`src/rtl/spir_master.sv`:
```
// spir_master: SPI mode-0 initiator issuing one 48-bit register read/write frame per request to spir.
// Ports: clk/reset (sync, active-high); req_valid/req_ready/req_wr/req_addr/req_wdata request side;
// rsp_valid/rsp_rdata one-cycle response; spi_clk/spi_ncs/spi_do drive the slave, spi_di is its data out.
// Params: CLK_DIV = SPI half-period in clk cycles, CS_GAP = clk cycles spent in the chip-select gap.
// Build option: define SPIR_MASTER_SYNC_EN to double-flop spi_di and sample at the end of each high phase.
module spir_master #(
  parameter int CLK_DIV = 4,
  parameter int CS_GAP  = 4
) (
  input  logic        clk,
  input  logic        reset,
  input  logic        req_valid,
  output logic        req_ready,
  input  logic        req_wr,
  input  logic [11:0] req_addr,
  input  logic [31:0] req_wdata,
  output logic        rsp_valid,
  output logic [31:0] rsp_rdata,
  output logic        spi_clk,
  output logic        spi_ncs,
  output logic        spi_do,
  input  logic        spi_di
);
  localparam logic [2:0] IDLE  = 3'd0;
  localparam logic [2:0] SETUP = 3'd1;
  localparam logic [2:0] SHIFT = 3'd2;
  localparam logic [2:0] HOLD  = 3'd3;
  localparam logic [2:0] GAP   = 3'd4;
  localparam logic [15:0] HM1 = 16'(CLK_DIV - 1);
  localparam logic [15:0] GM1 = 16'(CS_GAP - 1);
  logic [2:0]  state;
  logic [15:0] cnt;
  logic        ph;
  logic [5:0]  bits;
  logic [46:0] sh;
  logic [31:0] rsh;
  logic        wr;
  logic        di;
  logic        h_end;
  logic        smp;
  logic        shift_done;
  logic        last_hold;
`ifdef SPIR_MASTER_SYNC_EN
  logic di_s1, di_s2;
  always_ff @(posedge clk) begin
    if (reset) begin
      di_s1 <= 1'b0;
      di_s2 <= 1'b0;
    end else begin
      di_s1 <= spi_di;
      di_s2 <= di_s1;
    end
  end
  if (CLK_DIV < 3) begin : g_div_chk
    $error("spir_master: CLK_DIV must be >= 3 with SPIR_MASTER_SYNC_EN");
  end
  // synchroniser delay is absorbed by sampling at the very end of the high phase
  always_comb begin
    di  = di_s2;
    smp = state == SHIFT && ph && h_end;
  end
`else
  // sample on the edge that drives spi_clk high
  always_comb begin
    di  = spi_di;
    smp = state == SHIFT && !ph && h_end;
  end
`endif
  always_comb begin
    h_end      = cnt == HM1;
    shift_done = state == SHIFT && ph && h_end && bits == 6'd47;
    // rsp_valid is registered, so it is raised on the edge entering the final HOLD cycle
    last_hold  = (CLK_DIV == 1) ? shift_done : (state == HOLD && cnt == HM1 - 16'd1);
  end
  always_ff @(posedge clk) begin
    if (reset) begin
      state     <= IDLE;
      cnt       <= '0;
      ph        <= 1'b0;
      bits      <= '0;
      sh        <= '0;
      rsh       <= '0;
      wr        <= 1'b0;
      req_ready <= 1'b1;
      rsp_valid <= 1'b0;
      rsp_rdata <= '0;
      spi_clk   <= 1'b0;
      spi_ncs   <= 1'b1;
      spi_do    <= 1'b0;
    end else begin
      rsp_valid <= last_hold;
      if (last_hold) rsp_rdata <= wr ? 32'h0 : rsh;
      if (smp && bits >= 6'd16) rsh <= {rsh[30:0], di};
      cnt <= cnt + 16'd1;
      case (state)
        IDLE: begin
          cnt <= '0;
          if (req_valid) begin
            state     <= SETUP;
            req_ready <= 1'b0;
            spi_ncs   <= 1'b0;
            spi_do    <= req_wr;
            wr        <= req_wr;
            sh        <= {3'b000, req_addr, req_wr ? req_wdata : 32'h0};
            rsh       <= '0;
          end
        end
        SETUP: if (h_end) begin
          state <= SHIFT;
          cnt   <= '0;
          ph    <= 1'b0;
          bits  <= '0;
        end
        SHIFT: if (h_end) begin
          cnt     <= '0;
          ph      <= !ph;
          spi_clk <= !ph;
          if (ph) begin
            if (bits == 6'd47) state <= HOLD;
            else begin
              bits   <= bits + 6'd1;
              spi_do <= sh[46];
              sh     <= {sh[45:0], 1'b0};
            end
          end
        end
        HOLD: if (h_end) begin
          state   <= GAP;
          cnt     <= '0;
          spi_ncs <= 1'b1;
          spi_do  <= 1'b0;
        end
        GAP: if (cnt == GM1) begin
          state     <= IDLE;
          cnt       <= '0;
          req_ready <= 1'b1;
        end
        default: state <= IDLE;
      endcase
    end
  end
endmodule

```
`config.mk`:
```
export PLATFORM = sky130hd
export DESIGN_NAME = spir_master
export DESIGN_NICKNAME = d
export VERILOG_FILES = /design/src/rtl/spir_master.sv
export SDC_FILE = /design/constraint.sdc
export NUM_CORES = 1
export LEC_CHECK = 0
export BUFFER_PORTS_ARGS = -buffer_cell sky130_fd_sc_hd__buf_2
export CAP_MARGIN = 20
export CORE_ASPECT_RATIO = 0.6
export CORE_MARGIN = 2
export CORE_UTILIZATION = 48
export DETAILED_ROUTE_END_ITERATION = 6
export GPL_TIMING_DRIVEN = 0
export PLACE_DENSITY = 0.72
export REMOVE_ABC_BUFFERS = 1
export SLEW_MARGIN = 15
export SYNTH_ARGS = -nofsm -noshare
export SYNTH_HDL_FRONTEND = slang
export SYNTH_SLANG_ARGS = --single-unit
```
`constraint.sdc`:
```
create_clock -name clk -period 2.15 [get_ports clk]
set_clock_uncertainty 0.2 [all_clocks]
set_input_delay 0 -clock clk [delete_from_list [all_inputs] [get_ports clk]]
set_output_delay 0 -clock clk [all_outputs]
set_load 0.01 [all_outputs]
```
==> impl_metrics.env, run 1 <==
export IMPL_synth_enable_flop_cells=0
export IMPL_violations="negative setup slack"
export IMPL_setup_viol=114
export IMPL_num_vias=6260
export IMPL_worstSkewPairLatency_ns=0.42
export IMPL_nets=939
export IMPL_gp_congestion=0.857
export IMPL_drtIter0Drc=567
export IMPL_synthSimpleGateAreaFrac_pct=27.3
export IMPL_routedWlPerCell_um=18.4
export IMPL_cp_required_ns=2.23
export IMPL_synth_seq_area_share_pct=47.0
export IMPL_synth_top_area_cell="dfxtp_1"
export IMPL_synthXorXnorAreaFrac_pct=2.16
export IMPL_ios=86
export IMPL_clk_pin_slew_worst_paths_ns=0.06
export IMPL_regArea_um2=2900
export IMPL_cts_tree="built"
export IMPL_grt_overflow_total=0
export IMPL_port_buffer_count=85
export IMPL_cts_sinks=143
export IMPL_worstMarginPinSlew_ns=0.919
export IMPL_die_w_um=149
export IMPL_cts_buffer_depth=2
export IMPL_min_period_ns=2.42
export IMPL_drc=0
export IMPL_syn_avg_cell_area_um2=8.40
export IMPL_area_growth_pct=44.2
export IMPL_yosys_register_bits=143
export IMPL_crit_chain="nor4_4 > nand4_1 > nor4_4 > buf_6 > buf_6 > mux2i_1 > nor2_1"
export IMPL_slowest_delay_ns=0.41
export IMPL_p_leak_nw=3.19
export IMPL_yosys_mux_area_fraction_pct=5.43
export IMPL_setup_ws_ns=-0.269
export IMPL_drt_wl_total_um=19600
export IMPL_drive_gt1_share_pct=29.7
export IMPL_grtUsageTotal_pct=25.8
export IMPL_core_um2=12200
export IMPL_grt_antenna_before_repair=0
export IMPL_yosysMostFrequentCell="dfxtp_1"
export IMPL_grt_pass1_wl_um=28200
export IMPL_yosys_area_top_type_share_pct=47.0
export IMPL_drt_pass1_iterations=5
export IMPL_ys_flop_type="dfxtp_1"
export IMPL_fin_cells=1064
export IMPL_crit_arrival_ns=2.50
export IMPL_worstRegToRegCells=7
export IMPL_critPathKind="reg -> reg"
export IMPL_slew_headroom_pct=38.6
export IMPL_cp_max_fo=4
export IMPL_min_path_type="in -> reg"
export IMPL_syn_inst=724
export IMPL_yosys_top_cells_count="dfxtp_1 (143), nor2_1 (115), nand2_1 (110)"
export IMPL_pre_cts_slack_ns=-1.22
export IMPL_ir_drop_v=0.000569
export IMPL_powerDensity_nw_per_um2=738
export IMPL_rrSetupSlack_ns=-0.27
export IMPL_ctsHtreeMaxLevel=4
export IMPL_cap_viol_max_count=0
export IMPL_grt_max_degree=61
export IMPL_fillCellCount=785
export IMPL_rsz0062_at_grt="yes"
export IMPL_vias_per_cell=5.88
export IMPL_synthAdderAreaFrac_pct=0.617
export IMPL_synth_top_family_by_area="simple AND/OR/NAND/NOR gates"
export IMPL_worstHoldStart="spi_di"
export IMPL_synth_compound_area_share_pct=12.6
export IMPL_fmax_ghz=0.413
export IMPL_endpoint_kind="flop"
export IMPL_holdPathStages=4
export IMPL_antenna_left=0
export IMPL_slew_violations=0
export IMPL_diodes=0
export IMPL_ys_top_cells_by_area="dfxtp_1 (47%), nor2_1 (7.1%), nand2_1 (6.8%), a311oi_1 (6.3%), mux2i_1 (5.4%)"
export IMPL_post_route_period_util_pct=113
export IMPL_cp_start_kind="flop"
export IMPL_dieArea_um2=13600
export IMPL_grt_pass1_vias=5636
export IMPL_fp_row_count=31
export IMPL_cpMaxStageDelayCell="nor4_4"
export IMPL_reg2reg_from="cnt[6]$_SDFF_PP0_"
export IMPL_clockRootBuffer="clkbuf_16"
export IMPL_die_h_um=91.2
export IMPL_r2r_end="rsh[3]$_SDFF_PP0_"
export IMPL_place_inst=924
export IMPL_multi_input_area_um2=3270
export IMPL_async_reset_ff_share_pct=0
export IMPL_cts_buffers=17
export IMPL_synth_distinct_cells=46
export IMPL_synth_warnings=0
export IMPL_outcome="finished, violations left"
export IMPL_hpwl_um=9240
export IMPL_hold_viol_final=0
export IMPL_start_util_pct=49.8
export IMPL_synth_area_um2=6080
export IMPL_min_delay_worst_endpoint="rsh[0]$_SDFF_PP0_"
how the worst max path moves through the flow:
stage,from,to,slack (ns),cells after the start
4_1_cts,cnt[14]$_SDFF_PP0_,bits[5]$_SDFFE_PP0P_,-0.09,4
5_1_grt,cnt[6]$_SDFF_PP0_,rsh[1]$_SDFF_PP0_,-0.38,7
6_report,cnt[6]$_SDFF_PP0_,rsh[3]$_SDFF_PP0_,-0.27,7
3_5_place_dp,state[1]$_SDFFE_PP0P_,rsh[24]$_SDFF_PP0_,-1.22,7
3_3_place_gp,state[1]$_SDFFE_PP0P_,sh[46]$_SDFFE_PP0P_,-8.05,4
2_1_floorplan,bits[0]$_SDFFE_PP0P_,sh[10]$_SDFFE_PP0P_,-4.56,5
critical path: cells and delay by family, from the launching register on:
kind          cells  cell delay [ns]
simple gates      4             1.13
flops             1             0.37
buf+inv           2             0.32
mux               1             0.25
sequential cells by signal, summed over array words and instances (netlist names):
register   flops
bits           6
cnt           16
ph             1
req_ready      1
rsh           32
rsp_rdata     32
rsp_valid      1
sh            47
spi_clk        1
spi_do         1
spi_ncs        1
state          3
wr             1
power breakdown:
part	total (W)	switching, W	internal (W)	leakage, nW
Combinational	0.000683	0.000319	0.000364	1.75
Clock	0.00297	0.00125	0.00172	0.274
Sequential	0.00282	0.0000753	0.00274	1.17
cell usage in the layout (no fill, tap or decap), types with 7 or more instances in the layout:
cell and count:
dfxtp_1 129, nor2_1 110, nand2_1 87, buf_2 84
dlygate4sd3_1 49, nand3_1 43, a311oi_1 42, a21oi_1 37
nand3b_1 34, buf_4 34, mux2i_1 29, nand2_2 24
clkbuf_16 22, buf_6 13, xnor2_1 11, inv_1 9
nand4_1 9, o21ai_0 8, dfxtp_2 8, a21oi_2 7
what timing repair did:
action	in CTS	in global routing
endpoints found under the hold margin	74	0
gates resized for setup	48	66
setup endpoints to repair	135	132
setup buffers	25	21
hold buffers	50	0
cloned	7	6
pin swaps	69	33
area by class of cell:
class,instances,area share (%)
timing repair buffer,200,20.3
clock inverter,14,1.78
clock buffer,17,4.85
inverter,10,0.470
sequential,143,33.0
tap,165,2.35
multi-input combinational,515,37.3
stage by stage:
step	area [µm²]	hold slack (ns)	util, %	total power (W)	TNS (ns)
after CTS	8290	0.170	67.8	0.00637	-1.59
after detailed placement	6690	0.0548	54.8	0.00330	-80.08
after floorplan	5830	-0.131	-	0.00312	-315.01
after global routing	8780	0.214	71.8	0.00666	-25.18
final	8780	0.166	71.8	0.00647	-17.18
after global placement	6460	0.0454	52.9	0.00328	-546.52
per-layer routing:
layer / vias up / part of all wire, % / track usage, %
li1: 2864 / - / -
met4: 0 / 2.5 / 9.05
met3: 64 / 8.5 / 5.83
met2: 351 / 47 / 40.1
met5: - / 0 / 0
met1: 2981 / 42 / 35.1
cells by family (layout without fill, tap and decap cells):
family                   Yosys count  count (layout)
multiplexers                      33              33
AO/OA/AOI/OAI                    112             112
buffers and inverters             71             241
AND/OR/NAND/NOR                  347             352
flip-flops                       143             143
XOR/XNOR                          15              15
adder cells (fa/ha/maj)            3               3
Power figures use the tool's default switching activity.
==> run 2: changes to the inputs <==
--- a/config.mk
+++ b/config.mk
@@ -7,12 +7,14 @@
 export LEC_CHECK = 0
 export BUFFER_PORTS_ARGS = -buffer_cell sky130_fd_sc_hd__buf_2
 export CAP_MARGIN = 20
+export CELL_PAD_IN_SITES_DETAIL_PLACEMENT = 0
+export CELL_PAD_IN_SITES_GLOBAL_PLACEMENT = 1
 export CORE_ASPECT_RATIO = 0.6
 export CORE_MARGIN = 2
-export CORE_UTILIZATION = 48
+export CORE_UTILIZATION = 38
 export DETAILED_ROUTE_END_ITERATION = 6
 export GPL_TIMING_DRIVEN = 0
-export PLACE_DENSITY = 0.72
+export PLACE_DENSITY = 0.76
 export REMOVE_ABC_BUFFERS = 1
 export SLEW_MARGIN = 15
 export SYNTH_ARGS = -nofsm -noshare
==> run 2 against run 1 <==
  * The flow finishes with violations (design-rule violations, negative setup slack)
  * Register-to-register slack improved by 0.06 ns
  * Via count decreased by 3.2%
  * Die area increased by 25%
  * Cell area increased by 4.4%
  * Non-clock buffer count increased by 8
  * Utilization decreased by 13 points
  * Final cell count increased by 4.5%
  * Total power increased by 2.7%
  * Wire length decreased by 5.2%
  * First-iteration DRC count decreased by 27%
  * Flip-flop and latch count unchanged
  * Critical path depth increased by 2
  * Largest cell class unchanged
  * Largest power group unchanged
==> impl_metrics.env, run 2 (synthesis results as in run 1) <==
export IMPL_largest_register="sh"
export IMPL_vias_per_cell=5.45
export IMPL_cp_required_ns=2.26
export IMPL_layout_common_cells="dfxtp_1 (130), nand2_1 (104), nor2_1 (91), buf_2 (85), dlygate4sd3_1 (49)"
export IMPL_fillCellCount=1304
export IMPL_drc=4
export IMPL_num_vias=6057
export IMPL_rsz0062_at_grt="yes"
export IMPL_cap_viol_max_count=0
export IMPL_ios=86
export IMPL_setup_ws_ns=-0.213
export IMPL_ir_drop_v=0.000454
export IMPL_worstMarginPinSlew_ns=0.858
export IMPL_grt_pass1_wl_um=27400
export IMPL_powerDensity_nw_per_um2=726
export IMPL_clockRootBuffer="clkbuf_16"
export IMPL_cts_tree="built"
export IMPL_total_power_w=0.00665
export IMPL_endpoint_kind="flop"
export IMPL_grt_max_degree=63
export IMPL_port_buffer_count=85
export IMPL_setup_viol=108
export IMPL_dpl_cell_area_um2=6720
export IMPL_nets=948
export IMPL_routedWlPerCell_um=16.7
export IMPL_drtIter0Drc=416
export IMPL_worstSkewPairLatency_ns=0.42
export IMPL_cts_buffer_depth=2
export IMPL_violations="design-rule violations, negative setup slack"
export IMPL_area_growth_pct=50.5
export IMPL_fmax_ghz=0.423
export IMPL_drt_pass1_iterations=6
export IMPL_slew_headroom_pct=42.7
export IMPL_ctsHtreeMaxLevel=4
export IMPL_core_um2=15500
export IMPL_final_area_um2=9160
export IMPL_cp_max_fo=4
export IMPL_post_route_period_util_pct=110
export IMPL_final_common_cell="dfxtp_1"
export IMPL_grt_antenna_before_repair=0
export IMPL_outcome="finished, violations left"
export IMPL_whs_ns=0.0755
export IMPL_antenna_left=0
export IMPL_die_h_um=102
export IMPL_crit_arrival_ns=2.47
export IMPL_cp_start_kind="flop"
export IMPL_cts_buffers=17
export IMPL_largest_reg_flops=47
export IMPL_grt_overflow_total=0
export IMPL_fin_tns_setup_ns=-11.12
export IMPL_pre_cts_slack_ns=-1.27
export IMPL_grtUsageTotal_pct=20.2
export IMPL_top_regs="sh (47), rsh (32), rsp_rdata (32)"
export IMPL_critPathKind="reg -> reg"
export IMPL_multi_input_area_um2=3430
export IMPL_drt_wl_total_um=18600
export IMPL_p_leak_nw=3.33
export IMPL_hold_viol_final=0
export IMPL_fp_row_count=35
export IMPL_diodes=0
export IMPL_cts_sinks=143
export IMPL_die_w_um=167
export IMPL_regArea_um2=2900
export IMPL_drive_gt1_share_pct=32.2
export IMPL_clk_pin_slew_worst_paths_ns=0.06
export IMPL_dieArea_um2=17100
export IMPL_grt_pass1_vias=5489
export IMPL_min_period_ns=2.36
export IMPL_start_util_pct=39.2
export IMPL_hpwl_um=9420
export IMPL_min_path_type="in -> reg"
export IMPL_gp_congestion=0.812
export IMPL_slew_violations=0
## run 2: cell count changes in the layout (fill, tap and decap cells not counted), sizes merged
cell      delta
clkinvlp     -4
nor2         +1
inv          +1
a21boi       +1
buf          +6
clkinv       +4
clkbuf       +3
or4          -1
bufbuf       -1
## run 2: critical path, cell delays in order (launching register included)
cell	delay, ns
dfxtp_4	0.36
nor4_4	0.34
buf_4	0.19
buf_6	0.09
nand4_1	0.16
a21boi_4	0.26
buf_8	0.17
clkbuf_16	0.15
nor2_2	0.04
a311oi_1	0.30
## run 2: metal layers
metal  up-vias  part of all wire, %  global-route usage [%]
li1       2905                    -                       -
met1      2881                   45                    26.2
met2       237                   46                    33.6
met3        34                  6.6                    4.73
met4         0                  2.1                    6.76
met5         -                    0                       0
## run 2: metrics by stage
stage	util, %	cells
2_1_floorplan	-	663
3_3_place_gp	42.0	951
3_5_place_dp	43.3	962
4_1_cts	54.7	1088
5_1_grt	59.1	1112
6_report	59.1	1112
## run 2: path summary, 6_finish.rpt
| kind | startpoint | endpoint | slack, ns | depth (start not counted) |
|---|---|---|---|---|
| worst min-delay path | reset | sh[44]$_SDFFE_PP0P_ | 0.08 | 5 |
| worst max-delay path | cnt[11]$_SDFF_PP0_ | sh[11]$_SDFFE_PP0P_ | -0.21 | 9 |
| worst min register to register | rsp_rdata[22]$_SDFFE_PP0P_ | rsp_rdata[22]$_SDFFE_PP0P_ | 0.25 | 2 |
| worst max register to register | cnt[11]$_SDFF_PP0_ | sh[11]$_SDFFE_PP0P_ | -0.21 | 9 |
## run 2: area by class of cell
cell class,instances,share of cell area (%)
Multi-Input combinational cell,516,37.4
Sequential cell,143,31.6
Timing Repair Buffer,208,21.1
Clock buffer,17,4.64
Tap cell,203,2.77
Clock inverter,15,1.93
Inverter,10,0.451
## run 2: power by group
part	internal, W	switching [W]
sequential	0.00274	0.0000873
combinational	0.000440	0.000369
clock	0.00175	0.00126
## run 2: repair_timing
action	CTS	global route
hold endpoints to repair	54	0
hold buffers	50	0
endpoints found under the setup margin	136	123
setup buffers	34	14
resized for setup	66	89
gates cloned	10	11
pin swaps	61	53
